<file path="src/rtl/lcd_hd44780_pkg.sv">
// lcd_hd44780_pkg: shared types, opcode masks and address helpers for the
// HD44780-style bus responder. Constants only needed by the optional init
// sequencing check are present when LCD_INIT_CHECK_EN is defined.
package lcd_hd44780_pkg;

   typedef enum logic [1:0] {S_IDLE, S_EHI, S_EXEC} state_e;

   // Instruction class masks; the highest set bit selects the instruction.
   localparam logic [7:0] OP_CLEAR_M = 8'h01;
   localparam logic [7:0] OP_HOME_M  = 8'h02;
   localparam logic [7:0] OP_ENTRY_M = 8'h04;
   localparam logic [7:0] OP_DISP_M  = 8'h08;
   localparam logic [7:0] OP_SHIFT_M = 8'h10;
   localparam logic [7:0] OP_FUNC_M  = 8'h20;
   localparam logic [7:0] OP_CGRAM_M = 8'h40;
   localparam logic [7:0] OP_DDRAM_M = 8'h80;
`ifdef LCD_INIT_CHECK_EN
   localparam logic [7:0] FUNC_SET_8BIT = 8'h38;
   localparam logic [7:0] FUNC_DL_M     = 8'h10;
`endif

   localparam logic [6:0] ROW0_BASE  = 7'h00;
   localparam logic [6:0] ROW1_BASE  = 7'h40;
   localparam int         ROW_LEN    = 16;
   localparam int         CELLS      = 2 * ROW_LEN;
   localparam logic [7:0] BLANK_CHAR = 8'h20;

   // Map an address counter value onto a linear cell index (row bit + column).
   function automatic logic [4:0] cell_idx(input logic [6:0] ac);
      return {ac[6], ac[3:0]};
   endfunction

   // Advance the address counter by one column, wrapping between the rows.
   function automatic logic [6:0] ac_step(input logic [6:0] ac, input logic inc);
      logic [3:0] col;
      col = ac[3:0];
      if (inc) begin
         if (col == 4'(ROW_LEN - 1)) return ac[6] ? ROW0_BASE : ROW1_BASE;
         return {ac[6], 2'b00, col + 4'd1};
      end
      if (col == 4'd0) return ac[6] ? ROW0_BASE + 7'(ROW_LEN - 1) : ROW1_BASE + 7'(ROW_LEN - 1);
      return {ac[6], 2'b00, col - 4'd1};
   endfunction

endpackage

</file>
<file path="src/rtl/lcd_ddram_store.sv">
// lcd_ddram_store: 32x8 display image with single-cycle clear, one write
// port, a combinational port at the address counter and a registered debug port.
module lcd_ddram_store
   import lcd_hd44780_pkg::*;
(
   input  logic       clk,
   input  logic       rst,
   input  logic       clr_i,
   input  logic       we_i,
   input  logic [4:0] waddr_i,
   input  logic [7:0] wdata_i,
   input  logic [4:0] cur_addr_i,
   output logic [7:0] cur_data_o,
   input  logic [4:0] rd_addr_i,
   output logic [7:0] rd_data_o
);

   logic [7:0] mem_q [CELLS];
   logic [7:0] rd_q;

   // Cell array: reset and clear both blank every cell, otherwise one write per cycle.
   always_ff @(posedge clk or posedge rst) begin
      // NOTE: the array is reset explicitly because the image must read blank straight
      // out of reset; that keeps it in flops rather than a RAM macro.
      if (rst) begin
         for (int i = 0; i < CELLS; i++) mem_q[i] <= BLANK_CHAR;
      end else if (clr_i) begin
         for (int i = 0; i < CELLS; i++) mem_q[i] <= BLANK_CHAR;
      end else if (we_i) begin
         mem_q[waddr_i] <= wdata_i;
      end
   end

   // Debug read port, one cycle of latency.
   always_ff @(posedge clk or posedge rst) begin
      if (rst) rd_q <= 8'h00;
      else     rd_q <= mem_q[rd_addr_i];
   end

   assign rd_data_o  = rd_q;
   assign cur_data_o = mem_q[cur_addr_i];

endmodule

</file>
<file path="src/rtl/lcd_hd44780_responder.sv">
// lcd_hd44780_responder: captures HD44780-style 8-bit bus transactions on the
// falling edge of E and keeps a 2x16 DDRAM image, address counter and busy flag.
// Build macro LCD_INIT_CHECK_EN: DDRAM access before function set 0x38, and any
// 4-bit function set, are flagged on o_err.
module lcd_hd44780_responder
   import lcd_hd44780_pkg::*;
#(
   parameter int BUSY_CYCLES       = 3700,
   parameter int BUSY_CLEAR_CYCLES = 152000,
   parameter int MIN_E_CYCLES      = 2
) (
   input  logic       clk,
   input  logic       rst,
   input  logic       lcd_e,
   input  logic       lcd_rs,
   input  logic       lcd_rw,
   input  logic [7:0] lcd_data,
   input  logic [4:0] rd_addr,
   output logic [7:0] rd_char,
   output logic [7:0] o_rdata,
   output logic [6:0] o_ac,
   output logic       o_busy,
   output logic       o_disp_on,
   output logic       o_wr_strobe,
   output logic       o_err
);

   localparam int BUSY_MAX = (BUSY_CLEAR_CYCLES > BUSY_CYCLES) ? BUSY_CLEAR_CYCLES : BUSY_CYCLES;
   localparam int BW = $clog2(BUSY_MAX + 1);
   localparam int WW = $clog2(MIN_E_CYCLES + 1);
   localparam logic [BW-1:0] BUSY_LD  = BW'(BUSY_CYCLES);
   localparam logic [BW-1:0] CLEAR_LD = BW'(BUSY_CLEAR_CYCLES);
   localparam logic [WW-1:0] MIN_E    = WW'(MIN_E_CYCLES);

   logic [10:0]   sync1_q, sync2_q;
   logic          e_s, rs_s, rw_s;
   logic [7:0]    data_s;
   state_e        state_q, state_d;
   logic [WW-1:0] width_q, width_d;
   logic          rs_q, rs_d, rw_q, rw_d, inc_q, inc_d;
   logic [7:0]    data_q, data_d, rdata_q, rdata_d;
   logic [6:0]    ac_q, ac_d;
   logic [BW-1:0] busy_cnt_q, busy_cnt_d;
   logic          disp_on_q, disp_on_d, err_q, err_d, wr_strobe_q, wr_strobe_d;
   logic          busy, mem_we, mem_clr, init_block;
   logic [7:0]    cur_char;

   assign {e_s, rs_s, rw_s, data_s} = sync2_q;
   assign busy = (busy_cnt_q != '0);

`ifdef LCD_INIT_CHECK_EN
   logic init_done_q, init_done_d;
   assign init_block = !init_done_q && (rs_q || ((data_q & OP_DDRAM_M) != 8'h00));
`else
   assign init_block = 1'b0;
`endif

   // Two-flop stage on all bus inputs so E, RS, RW and data stay aligned.
   always_ff @(posedge clk or posedge rst) begin
      // NOTE: sequential state uses <= so every flop samples pre-edge values.
      if (rst) begin
         sync1_q <= '0;
         sync2_q <= '0;
      end else begin
         sync1_q <= {lcd_e, lcd_rs, lcd_rw, lcd_data};
         sync2_q <= sync1_q;
      end
   end

   // FSM state register.
   always_ff @(posedge clk or posedge rst) begin
      if (rst) state_q <= S_IDLE;
      else     state_q <= state_d;
   end

   // FSM next state: wait for E, measure its width, execute once on acceptance.
   always_comb begin
      state_d = state_q;
      case (state_q)
         S_IDLE:  if (e_s) state_d = S_EHI;
         S_EHI:   if (!e_s) state_d = (width_q < MIN_E) ? S_IDLE : S_EXEC;
         S_EXEC:  state_d = S_IDLE;
         default: state_d = S_IDLE;
      endcase
   end

   // FSM outputs: edge capture, width counting and the single-cycle execute.
   always_comb begin
      // NOTE: every signal gets a default first so no latches are inferred.
      width_d     = width_q;
      rs_d        = rs_q;
      rw_d        = rw_q;
      data_d      = data_q;
      ac_d        = ac_q;
      inc_d       = inc_q;
      disp_on_d   = disp_on_q;
      err_d       = err_q;
      rdata_d     = rdata_q;
      wr_strobe_d = 1'b0;
      mem_we      = 1'b0;
      mem_clr     = 1'b0;
      busy_cnt_d  = busy ? busy_cnt_q - BW'(1) : busy_cnt_q;
`ifdef LCD_INIT_CHECK_EN
      init_done_d = init_done_q;
`endif
      case (state_q)
         S_IDLE: if (e_s) width_d = '0;
         S_EHI: begin
            if (e_s) begin
               if (width_q < MIN_E) width_d = width_q + WW'(1);
            end else begin
               rs_d   = rs_s;
               rw_d   = rw_s;
               data_d = data_s;
               if (width_q < MIN_E) err_d = 1'b1;
            end
         end
         S_EXEC: begin
            if (rw_q) begin
               // Reads are served regardless of busy and never reload it.
               if (rs_q) begin
                  rdata_d = cur_char;
                  ac_d    = ac_step(ac_q, inc_q);
               end else begin
                  rdata_d = {busy, ac_q};
               end
            end else if (busy || init_block) begin
               err_d = 1'b1;
            end else begin
               busy_cnt_d = BUSY_LD;
               if (rs_q) begin
                  mem_we      = 1'b1;
                  wr_strobe_d = 1'b1;
                  ac_d        = ac_step(ac_q, inc_q);
               end else if ((data_q & OP_DDRAM_M) != 8'h00) begin
                  ac_d = {data_q[6], 2'b00, data_q[3:0]};
                  if (data_q[5:4] != 2'b00) err_d = 1'b1;
               end else if ((data_q & OP_CGRAM_M) != 8'h00) begin
                  // CGRAM is not modelled; only the busy time applies.
               end else if ((data_q & OP_FUNC_M) != 8'h00) begin
`ifdef LCD_INIT_CHECK_EN
                  if (data_q == FUNC_SET_8BIT) init_done_d = 1'b1;
                  if ((data_q & FUNC_DL_M) == 8'h00) err_d = 1'b1;
`endif
               end else if ((data_q & OP_SHIFT_M) != 8'h00) begin
                  // Cursor/display shift is not modelled; only the busy time applies.
               end else if ((data_q & OP_DISP_M) != 8'h00) begin
                  disp_on_d = data_q[2];
               end else if ((data_q & OP_ENTRY_M) != 8'h00) begin
                  inc_d = data_q[1];
               end else if ((data_q & OP_HOME_M) != 8'h00) begin
                  ac_d       = ROW0_BASE;
                  busy_cnt_d = CLEAR_LD;
               end else if ((data_q & OP_CLEAR_M) != 8'h00) begin
                  mem_clr    = 1'b1;
                  ac_d       = ROW0_BASE;
                  inc_d      = 1'b1;
                  busy_cnt_d = CLEAR_LD;
               end
            end
         end
         default: ;
      endcase
   end

   // Datapath registers.
   always_ff @(posedge clk or posedge rst) begin
      if (rst) begin
         width_q     <= '0;
         rs_q        <= 1'b0;
         rw_q        <= 1'b0;
         data_q      <= 8'h00;
         ac_q        <= ROW0_BASE;
         inc_q       <= 1'b1;
         busy_cnt_q  <= '0;
         disp_on_q   <= 1'b0;
         err_q       <= 1'b0;
         rdata_q     <= 8'h00;
         wr_strobe_q <= 1'b0;
      end else begin
         width_q     <= width_d;
         rs_q        <= rs_d;
         rw_q        <= rw_d;
         data_q      <= data_d;
         ac_q        <= ac_d;
         inc_q       <= inc_d;
         busy_cnt_q  <= busy_cnt_d;
         disp_on_q   <= disp_on_d;
         err_q       <= err_d;
         rdata_q     <= rdata_d;
         wr_strobe_q <= wr_strobe_d;
      end
   end

`ifdef LCD_INIT_CHECK_EN
   // Remembers that the 8-bit function set has been seen.
   always_ff @(posedge clk or posedge rst) begin
      if (rst) init_done_q <= 1'b0;
      else     init_done_q <= init_done_d;
   end
`endif

   lcd_ddram_store u_store (
      .clk        (clk),
      .rst        (rst),
      .clr_i      (mem_clr),
      .we_i       (mem_we),
      .waddr_i    (cell_idx(ac_q)),
      .wdata_i    (data_q),
      .cur_addr_i (cell_idx(ac_q)),
      .cur_data_o (cur_char),
      .rd_addr_i  (rd_addr),
      .rd_data_o  (rd_char)
   );

   assign o_rdata     = rdata_q;
   assign o_ac        = ac_q;
   assign o_busy      = busy;
   assign o_disp_on   = disp_on_q;
   assign o_wr_strobe = wr_strobe_q;
   assign o_err       = err_q;

endmodule
</file>
<file path="config.mk">
export PLATFORM = sky130hd
export DESIGN_NAME = lcd_hd44780_responder
export DESIGN_NICKNAME = d
export VERILOG_FILES = /design/src/rtl/lcd_hd44780_pkg.sv /design/src/rtl/lcd_ddram_store.sv /design/src/rtl/lcd_hd44780_responder.sv
export SDC_FILE = /design/constraint.sdc
export NUM_CORES = 1
export LEC_CHECK = 0
export CAP_MARGIN = 20
export CELL_PAD_IN_SITES_DETAIL_PLACEMENT = 0
export CELL_PAD_IN_SITES_GLOBAL_PLACEMENT = 2
export CORE_UTILIZATION = 44
export DETAILED_ROUTE_END_ITERATION = 7
export PLACE_DENSITY = 0.78
export SLEW_MARGIN = 40
export SYNTH_ARGS = -nofsm -noshare
export SYNTH_HDL_FRONTEND = slang
export SYNTH_SLANG_ARGS = --single-unit
</file>
<file path="constraint.sdc">
create_clock -name clk -period 13.4 [get_ports clk]
set_clock_uncertainty 0.2 [all_clocks]
set_input_delay 2.01 -clock clk [delete_from_list [all_inputs] [get_ports clk]]
set_output_delay 2.01 -clock clk [all_outputs]
set_load 0.005 [all_outputs]
</file>
* After elaboration in Yosys (flattened, before gate mapping)
Index checks and enable logic that the tools add are counted.
** Word-level totals
- Bits in registers :: 337
- Bits in latches :: 0
- Bits in writable memories :: 0
- ROM bits :: 0
- Input port bits :: 18
- Output and inout port bits :: 27
- Word-level logic and storage cells :: 217
- Memories kept :: 0
** Operators by class
- Add/sub/neg operators :: 4
- Multipliers :: 0
- Divide/modulo/power cells :: 0
- $lt $le $gt $ge :: 4
- Eq/ne operators :: 21
- Shift-type cells :: 0
- Muxes and demuxes :: 110
- Bitwise operators :: 11
- Reduce and logical (&&, ||, !) cells :: 19
** Operators with widths (number)
- $mux 256 :: 2
- $bwmux 256 :: 1
- $mux 18 :: 13
- $mux 7 :: 25
- $bmux 8 s5 :: 2
- $mux 1 :: 51
- $mux 8 :: 6
- $demux 8 s5 :: 1
- $reduce_and 11->1 :: 2
- $ne 4x2->1 const B :: 5
- $reduce_and 9->1 :: 2
- $reduce_bool 18->1 :: 1
- $sub 18x1->18 const B :: 1
- $ne 2x2->1 const B :: 7
- $ge 6x6->1 const B :: 2
- $mux 2 :: 6
- $not 5->6 :: 2
- $reduce_bool 2->1 :: 5
- $ne 3x3->1 const B :: 3
- $not 1->1 :: 9
- $pmux 2 s2 :: 2
- $reduce_and 7->1 :: 1
- $lt 6x1->1 const B :: 1
- $reduce_and 2->1 :: 3
- 16 further kinds :: 16

* Depth between registers and ports, before layout
Gate-level depths: netlist of run 1.
- Depth after elaboration :: 15
- Gate-level depth with buffers :: 12
- Depth with buffers taken out :: 9

* Cells and area by module
From an unflattened synthesis of run 1, not the netlist that was laid out.
** Second synthesis, totals
- Cell total of the unflattened synthesis :: 1723
- Area, all modules :: 18570.3 um^2
** Modules (own cells, without submodules)
- lcd_ddram_store :: times used 1, cells an instance 1434, area each 15401.0 um^2, seq. area each 6646.4 um^2
- lcd_hd44780_responder :: times used 1, cells an instance 289, area each 3169.3 um^2, seq. area each 1778.0 um^2

* Worst setup path before layout of run 1
No wires, ideal clock.
- Kind :: in2reg
- From :: input port rd_addr[1]
- To :: register u_store.rd_q[0], in the netlist u_store.rd_data_o[0]
- Library setup time :: 125 ps
- Data arrival time :: 4213 ps
- Data required time :: 13075 ps
- Path slack :: 8863 ps
- Stages on the path :: 6
- Path buffers :: 3
- Cells stage by stage :: clkbuf_1 > clkbuf_1 > buf_1 > mux4_2 > mux4_2 > mux2_2
** On the way
- Cells in the longest elaborated chain, start to end :: 4
** RTL lines
- from (decl) :: RTL line lcd_hd44780_responder.sv:18 : input logic [4:0] rd_addr,
- $not 5->6 (implied by the code) :: RTL line lcd_ddram_store.sv:37 : else rd_q <= mem_q[rd_addr_i];
- $bmux 8 s5 :: RTL line lcd_ddram_store.sv:37
- $mux 8 (implied by the code) (2 in series) :: RTL line lcd_ddram_store.sv:37
- to (signal assigned) :: RTL line lcd_ddram_store.sv:37
- to (decl) :: RTL line lcd_ddram_store.sv:19 : logic [7:0] rd_q;
No other way between the ends. The select of a mux whose other input is x is not followed.
A chain may end at the register's enable or synchronous reset.

* Worst setup path in the final report of run 1
- From :: register ac_q[1], in the netlist o_ac[1]
- To :: output port o_ac[1]
** RTL lines
- from (decl) :: RTL line lcd_hd44780_responder.sv:42 : logic [6:0] ac_q, ac_d;
- from (signal assigned) :: RTL line lcd_hd44780_responder.sv:173 : ac_q <= ROW0_BASE;
- from (signal assigned) :: RTL line lcd_hd44780_responder.sv:185 : ac_q <= ac_d;
- to (decl) :: RTL line lcd_hd44780_responder.sv:21 : output logic [6:0] o_ac,
No word-level cell between the ends.

==> impl_metrics.tcl, run 1 <==
set metrics [dict create \
    path_class "flip-flop to output pin" \
    io_buffers 42 \
    path_buf_inv 2 \
    switching_share_pct 33.9 \
    fin_cells 1994 \
    die_area_um2 41900 \
    grt_pass1_wl_um 88500 \
    cpMaxStageDelayCell "dfrtp_4" \
    p_seq_share_pct 38.9 \
    overflow 0 \
    vias 12983 \
    synth_edf_count 0 \
    dp_hpwl_um 39300 \
    whs_path_depth 0 \
    fin_tns_setup_ns 0 \
    track_usage_pct 29.0 \
    cts_tree "done" \
    die_h_um 205 \
    crit_chain "buf_4, clkdlybuf4s50_1" \
    required_ns 11.19 \
    grt_setup_unrepaired "false" \
    placed_cells 1922 \
    min_path_type "flip-flop to flip-flop" \
    fin_crit_ns 5.07 \
    internal_power_mw 2.01 \
    cts_max_path_buffers 3 \
    hp-start "sync1_q[3]$_DFF_PP0_" \
    end_kind "output pin" \
    yosys.area.top_type_share_pct 41.8 \
    holdPathEnd "sync2_q[3]$_DFF_PP0_" \
    synthTopCellsByCount "dfrtp_1 (302), a22o_1 (137), mux4_2 (129), mux2i_1 (91), nor2_1 (90)" \
    yosysSeqAreaShare_pct 46.6 \
    r2r_end "u_store.mem_q[120]$_DFFE_PP0P_" \
    slew_viol_final 0 \
    holdBufCountCts 0 \
    synth_seq_cells 335 \
    post_cts_buffers 0 \
    whs_ns 0.141 \
    via_per_inst 6.51 \
    fin_crit_sh_pct 37.9 \
    postSynthAreaPerCell_um2 12.6 \
    tightest_slew_ns 0.867 \
    crit_path_max_incr_delay_ns 0.91 \
    antenna_found_initial 2 \
    max_slew_margin_pct 42.1 \
    final_hold_viol_count 0 \
    netlist_instances 1438 \
    coreArea_um2 40100 \
    ant_nets 0 \
    drt_iter0_drc 1184 \
    synth_warnings 0 \
    power.total_mw 3.05 \
    p_leak_nw 8.83 \
    cts_sinks 335 \
    combPwrFrac_pct 23.9 \
    netlist.top_cell.by_area "dfrtp_1" \
    rrSetupSlack_ns 9.03 \
    drt-wirelength-per-cell_um 29.5 \
    path_clk_slew_ns 0.07 \
    powerDensity_nw_per_um2 150 \
    syn_to_final_growth_pct 12.7 \
    die_w_um 205 \
    grt_pass1_vias 13047 \
    synthesis.area_um2 18100 \
    drc_errors 0 \
    clock_latency_ns 0.55 \
    setup_viol 0 \
    synth_ff_type "dfrtp_1" \
    ios 45 \
    synth.distinct_cells 75 \
    cp-start-kind "flip-flop" \
    drive_gt1_share_pct 24.3 \
    rows 73 \
    yosys-top-cells-area "dfrtp_1 (42%), mux4_2 (16%), a22o_1 (6.6%)" \
    numCtsBuffers 39 \
    power_frac_clock_pct 37.2 \
    fin_util_pct 50.8 \
    path_delay_family "buffers and inverters" \
    r2r_start "o_ac[1]$_DFFE_PP0P_" \
    grt_max_degree 108 \
    routabilityCongestion 0.851 \
    htree_num_levels 2 \
    p_switching_mw 1.03 \
    cp_max_fo 45 \
    cts-root-buf "clkbuf_16" \
    finalNetCount 1466 \
    arrival_ns 2.86 \
    vdd_drop_max_mv 0.0882 \
    drt-pass1-iter-count 5 \
    timing.fmax_mhz 197 \
    start_util_pct 45.1 \
    wirelength_um 58700 \
    maxCapViolations 0 \
    status "finished, final reports clean" \
    ys_async_sr_fraction_pct 100 \
    antenna_cells 0 \
    cts_resized 0 \
    reg2regPathDepth 7 \
    yosysMostFrequentCell "dfrtp_1" \
]
-- worst reg2reg max path, cell delays in order (launching register included) --
cell and delay, ns:
dfrtp_4 0.75, buf_4 0.52, inv_1 0.40, ha_1 0.61, nand2_1 0.65, nor4_1 0.81
mux2i_1 0.25, nor2_1 0.05
-- placed cells by master, fill, tap and decap left out, drive strengths merged, types with 30 or more instances in the layout --
master         count
dfrtp            302
a22o             137
mux4             129
nor2              96
mux2i             91
nand2             83
clkbuf            63
o21ai             55
nor3              43
buf               42
clkdlybuf4s50     40
dfstp             33
o21a              30
-- kinds of logic after synthesis --
family,share of synthesized area [%]
DFF,46.6
xor gates and xnor gates,0.436
buffers and inverters,3.46
AOI/OAI and AO/OA,13.8
muxes,22.4
and+or+nand+nor,12.7
adders and majority gates,0.554
other,0.0207
-- layer usage --
| metal | global-route usage, % | vias up | part of all wire [%] |
|---|---|---|---|
| met5 | 0 | - | 0.012 |
| met3 | 4.98 | 102 | 7.1 |
| li1 | - | 5557 | - |
| met2 | 45.1 | 554 | 46 |
| met4 | 10.7 | 2 | 3.5 |
| met1 | 40.7 | 6768 | 43 |
-- flip-flops by register name (all words and copies together), names as in the netlist, 2 cells and up --
| name | count |
|---|---|
| u_store.mem_q | 256 |
| data_q | 8 |
| sync1_q | 11 |
| busy_cnt_q | 18 |
| width_q | 2 |
| state_q | 2 |
| u_store.rd_data_o | 8 |
| o_ac | 5 |
| sync2_q | 11 |
| o_rdata | 8 |
-- cell type report --
cell class                 count  area, um^2
clock buffer                  62        1240
clock inverter                 8         121
fill                        3514       19700
inverter                      13        56.3
multi-input combinational    968        9070
sequential                   335        8440
tap                          525         657
timing repair buffer          83         786
-- worst max-delay path by stage --
stage,start,end,cells after the start
floorplan,rst,busy_cnt_q[0]$_DFF_PP0_,1
global placement,rst,u_store.mem_q[170]$_DFFE_PP0P_,4
detailed placement,rd_addr[0],u_store.rd_data_o[1]$_DFF_PP0_,5
CTS,busy_cnt_q[4]$_DFF_PP0_,o_busy,5
global route,o_ac[1]$_DFFE_PP0P_,o_ac[1],2
finish,o_ac[1]$_DFFE_PP0P_,o_ac[1],2
-- power groups by stage --
stage / registers (mW) / clock network (mW) / logic, mW
after floorplan: 1.13 / 0 / 0.520
after global placement: 1.20 / 0 / 0.719
after detailed placement: 1.20 / 0 / 0.723
after CTS: 1.18 / 1.15 / 0.726
after global routing: 1.20 / 1.19 / 0.778
final: 1.19 / 1.13 / 0.729
-- through the flow --
| stage | area (um^2) | worst slack (ns) |
|---|---|---|
| after detailed placement | 19000 | 8.42 |
| after global placement | 18900 | 7.99 |
| final | 20400 | 8.33 |
| after global routing | 20400 | 8.24 |
| after floorplan | 18100 | 1.96 |
| after CTS | 20300 | 8.24 |
(Power assumes the default switching activity.)
==> run 2, diff against run 1 <==
==> constraint.sdc (replaced) <==
create_clock -name clk -period 5.1 [get_ports clk]
set_clock_uncertainty 0.2 [all_clocks]
set_input_delay 0.765 -clock clk [delete_from_list [all_inputs] [get_ports clk]]
set_output_delay 0.765 -clock clk [all_outputs]
set_load 0.005 [all_outputs]
==> impl_metrics.tcl, run 2 (synthesis gave the netlist of run 1 again) <==
set metrics [dict create \
    status "finished, final reports clean" \
    track_usage_pct 29.9 \
    die_h_um 205 \
    path_class "flip-flop to output pin" \
    reg2regPathDepth 6 \
    final_hold_viol_count 0 \
    critPathCapture "o_busy" \
    numCtsBuffers 39 \
    mostFrequentLayoutCell "dfrtp_1" \
    end_kind "output pin" \
    clock_latency_ns 0.56 \
    ant_nets 0 \
    power_frac_clock_pct 35.1 \
    grt_pass1_vias 13289 \
    drive_gt1_share_pct 24.2 \
    drt-pass1-iter-count 5 \
    r2r_start "busy_cnt_q[5]$_DFF_PP0_" \
    ios 45 \
    fin_util_pct 50.7 \
    cp-start-kind "flip-flop" \
    dp_hpwl_um 40100 \
    fin_crit_sh_pct 71.6 \
    overflow 0 \
    drt_iter0_drc 1251 \
    powerDensity_nw_per_um2 388 \
    internal_power_mw 5.14 \
    coreArea_um2 40100 \
    syn_to_final_growth_pct 12.5 \
    p_switching_mw 2.76 \
    post_cts_buffers 0 \
    drc_errors 0 \
    routabilityCongestion 0.857 \
    cts_resized 0 \
    finalNetCount 1475 \
    fin_tns_setup_ns 0 \
    wirelength_um 60500 \
    p_leak_nw 8.81 \
    crit_start "busy_cnt_q[5]$_DFF_PP0_" \
    min_path_type "flip-flop to flip-flop" \
    drt-wirelength-per-cell_um 30.3 \
    cts_max_path_buffers 3 \
    slew_viol_final 0 \
    die_area_um2 41900 \
    cp_max_fo 5 \
    p_seq_share_pct 38.3 \
    cts-root-buf "clkbuf_16" \
    switching_share_pct 34.9 \
    rows 73 \
    required_ns 4.14 \
    cts_sinks 335 \
    grt_pass1_wl_um 91100 \
    biggestRegsByFlops "u_store.mem_q (256), busy_cnt_q (18)" \
    tightest_slew_ns 0.900 \
    arrival_ns 2.69 \
    fin_crit_ns 3.65 \
    die_w_um 205 \
    final_cell_mix "dfrtp_1 (299), a22o_1 (137), mux4_2 (129)" \
    setup_viol 0 \
    antenna_found_initial 1 \
    whs_ns 0.145 \
    grt_setup_unrepaired "false" \
    r2r_end "u_store.mem_q[25]$_DFFE_PP0P_" \
    start_util_pct 45.1 \
    fin_cells 1997 \
    combPwrFrac_pct 26.6 \
    timing.fmax_mhz 274 \
    max_slew_margin_pct 40.0 \
    vias 13208 \
    io_buffers 42 \
    htree_num_levels 2 \
    cts_tree "done" \
    grt_max_degree 105 \
    largest_reg_flops 256 \
    vdd_drop_max_mv 0.340 \
    placed_cells 1932 \
    via_per_inst 6.61 \
    holdBufCountCts 0 \
    rrSetupSlack_ns 1.47 \
    largest_register "u_store.mem_q" \
    maxCapViolations 0 \
    path_clk_slew_ns 0.06 \
]
==> run 2: final cells by class <==
cell class	count	area, um^2
tap	525	657
timing repair buffer	92	895
multi-input combinational	968	9070
antenna	1	2.50
inverter	13	52.6
clock inverter	6	88.8
fill	3441	19800
clock buffer	57	1140
sequential	335	8430
==> run 2: per-stage QoR <==
stage | worst slack, ns | power [mW] | area (um^2)
floorplan | -0.315 | 4.33 | 18100
global placement | 1.52 | 5.13 | 19000
detailed placement | 1.50 | 5.15 | 19100
CTS | 1.25 | 7.92 | 20300
global route | 1.22 | 8.21 | 20300
finish | 1.45 | 7.90 | 20300
==> run 2: how the worst min path moves through the flow <==
stage,startpoint,end,cells after the start
2_1_floorplan,sync1_q[0]$_DFF_PP0_,sync2_q[0]$_DFF_PP0_,0
3_3_place_gp,sync1_q[8]$_DFF_PP0_,sync2_q[8]$_DFF_PP0_,0
3_5_place_dp,sync1_q[3]$_DFF_PP0_,sync2_q[3]$_DFF_PP0_,0
4_1_cts,sync1_q[9]$_DFF_PP0_,sync2_q[9]$_DFF_PP0_,0
5_1_grt,sync1_q[8]$_DFF_PP0_,sync2_q[8]$_DFF_PP0_,0
6_report,sync1_q[9]$_DFF_PP0_,sync2_q[9]$_DFF_PP0_,0
==> run 2: per-layer routing <==
metal	vias up	share of wire [%]	GRT usage, %
li1	5564	-	-
met3	137	8.5	6.55
met5	-	0	0
met1	6934	42	41.6
met2	573	46	45.3
met4	0	3.9	12.6
==> run 2: worst max-delay path, stage by stage (launching register included) <==
cell,delay [ns]
dfrtp_1,0.42
nor4_2,0.59
nand2_1,0.20
nor3_1,0.30
nand2_1,0.14
clkdlybuf4s50_1,0.48
==> run 2: power groups by stage <==
stage,combinational [mW],sequential [mW],clock [mW]
after floorplan,1.37,2.96,0
after global placement,2.07,3.06,0
after detailed placement,2.08,3.06,0
after CTS,2.09,3.02,2.81
after global routing,2.24,3.05,2.92
final,2.10,3.03,2.77
==> run 3, diff against run 2 <==
==> constraint.sdc (replaced) <==
create_clock -name clk -period 3.4 [get_ports clk]
set_clock_uncertainty 0.2 [all_clocks]
set_input_delay 0.51 -clock clk [delete_from_list [all_inputs] [get_ports clk]]
set_output_delay 0.51 -clock clk [all_outputs]
set_load 0.005 [all_outputs]
==> impl_metrics.tcl, run 3 (synthesis gave the netlist of run 1 again) <==
set metrics [dict create \
    status "finished, final reports clean" \
    grt_pass1_wl_um 91600 \
    grt_max_degree 81 \
    drt-wirelength-per-cell_um 29.3 \
    dp_hpwl_um 41700 \
    grt.busiest_layer "met2" \
    use_met3_pct 5.93 \
    syn_to_final_growth_pct 15.7 \
    final_hold_viol_count 0 \
    met1_usage_pct 41.7 \
    cp_max_fo 59 \
    die_h_um 205 \
    place_area_um2 19600 \
    largest_reg_flops 256 \
    num-fill-cells 3487 \
    power.total_mw 12.2 \
    die_area_um2 41900 \
    antenna_found_initial 1 \
    holdBufCountCts 0 \
    routabilityCongestion 0.864 \
    required_ns 3.65 \
    die_w_um 205 \
    numCtsBuffers 40 \
    fin_util_pct 52.2 \
    grt_setup_unrepaired "false" \
    ant_nets 0 \
    arrival_ns 3.45 \
    path_clk_slew_ns 0.06 \
    drt-pass1-iter-count 5 \
    timing.fmax_mhz 313 \
    grt_pass1_vias 13678 \
    overflow 0 \
    biggestRegsByFlops "u_store.mem_q (256), busy_cnt_q (18)" \
    drive_gt1_share_pct 27.2 \
    fin_tns_setup_ns 0 \
    setup_viol 0 \
    cts-root-buf "clkbuf_16" \
    tightest_slew_ns 0.803 \
    io_buffers 42 \
    drc_errors 0 \
    vdd_drop_max_mv 0.378 \
    path_class "flip-flop to flip-flop" \
    cp-start-kind "flip-flop" \
    final_cell_mix "dfrtp_1 (299), a22o_1 (137), mux4_2 (129)" \
    fin_crit_sh_pct 94.1 \
    met2_usage_pct 45.5 \
    drt_iter0_drc 1202 \
    powerDensity_nw_per_um2 584 \
    wirelength_um 60400 \
    cts_sinks 335 \
    start_util_pct 45.1 \
    finalNetCount 1533 \
    max_slew_margin_pct 46.3 \
    mostFrequentLayoutCell "dfrtp_1" \
    cts_tree "done" \
    slew_viol_final 0 \
    antenna_cells 0 \
    fin_crit_ns 3.20 \
    ios 45 \
    min_path_type "input pin to asynchronous set/reset pin" \
    end_kind "flip-flop" \
    via_per_inst 6.46 \
    clock_latency_ns 0.56 \
    coreArea_um2 40100 \
    rows 73 \
    maxCapViolations 0 \
    fin_area_um2 20900 \
    p_leak_nw 9.17 \
    vias 13328 \
    cts_max_path_buffers 3 \
    largest_register "u_store.mem_q" \
    htree_num_levels 2 \
    track_usage_pct 29.9 \
    whs_ns 0.110 \
]
-- run 3: worst max-delay path, cell delays in order (launching register included) --
cell and delay [ns]:
dfrtp_1 0.40, or4_4 0.58, or3_4 0.60, nor4_4 0.39, buf_12 0.32, a41oi_1 0.22, a22o_1 0.29
-- run 3: power by group --
group	leakage (nW)	internal, mW	switching [mW]
combinational	4.08	1.18	2.10
sequential	4.43	4.21	0.339
clock	0.652	2.64	1.74
total	9.17	8.03	4.18
-- run 3: layout make-up --
class / instances / area, um^2 / share of cell area [%]
tap: 525 / 657 / 3.14
sequential: 335 / 8430 / 40.3
clock inverter: 12 / 140 / 0.670
multi-input combinational: 968 / 9050 / 43.3
timing repair buffer: 149 / 1390 / 6.65
inverter: 13 / 52.6 / 0.251
clock buffer: 60 / 1190 / 5.68
-- run 3: final timing paths --
path,start,to,cells past startpoint,slack [ns]
max,busy_cnt_q[5]$_DFF_PP0_,u_store.mem_q[255]$_DFFE_PP0P_,6,0.20
min,rst,sync1_q[5]$_DFF_PP0_,2,0.11
max reg2reg,busy_cnt_q[5]$_DFF_PP0_,u_store.mem_q[255]$_DFFE_PP0P_,6,0.20
min reg2reg,sync1_q[1]$_DFF_PP0_,sync2_q[1]$_DFF_PP0_,0,0.15
max in group asynchronous,rst,o_ac[6]$_DFFE_PP0P_,3,1.99
min in group clk,sync1_q[1]$_DFF_PP0_,sync2_q[1]$_DFF_PP0_,0,0.15
-- run 3: per-layer routing --
layer	part of all wire (%)	vias to the layer above	routed length (um)
li1	-	5676	-
met1	43	7006	25800
met2	46	534	27700
met3	7.4	112	4500
met4	3.9	0	2350
met5	0	-	0
-- run 3: what timing repair did --
item	CTS	global route
setup buffers	0	0
endpoints found under the hold margin	0	0
endpoints found under the setup margin	0	1
resized for setup	0	2
-- run 3: through the flow --
step	setup WS [ns]	cells
after global placement	0.272	1990
after detailed placement	0.227	1990
after global routing	0.0929	2062
after CTS	0.0365	2062
after floorplan	-1.76	1439
final	0.201	2062
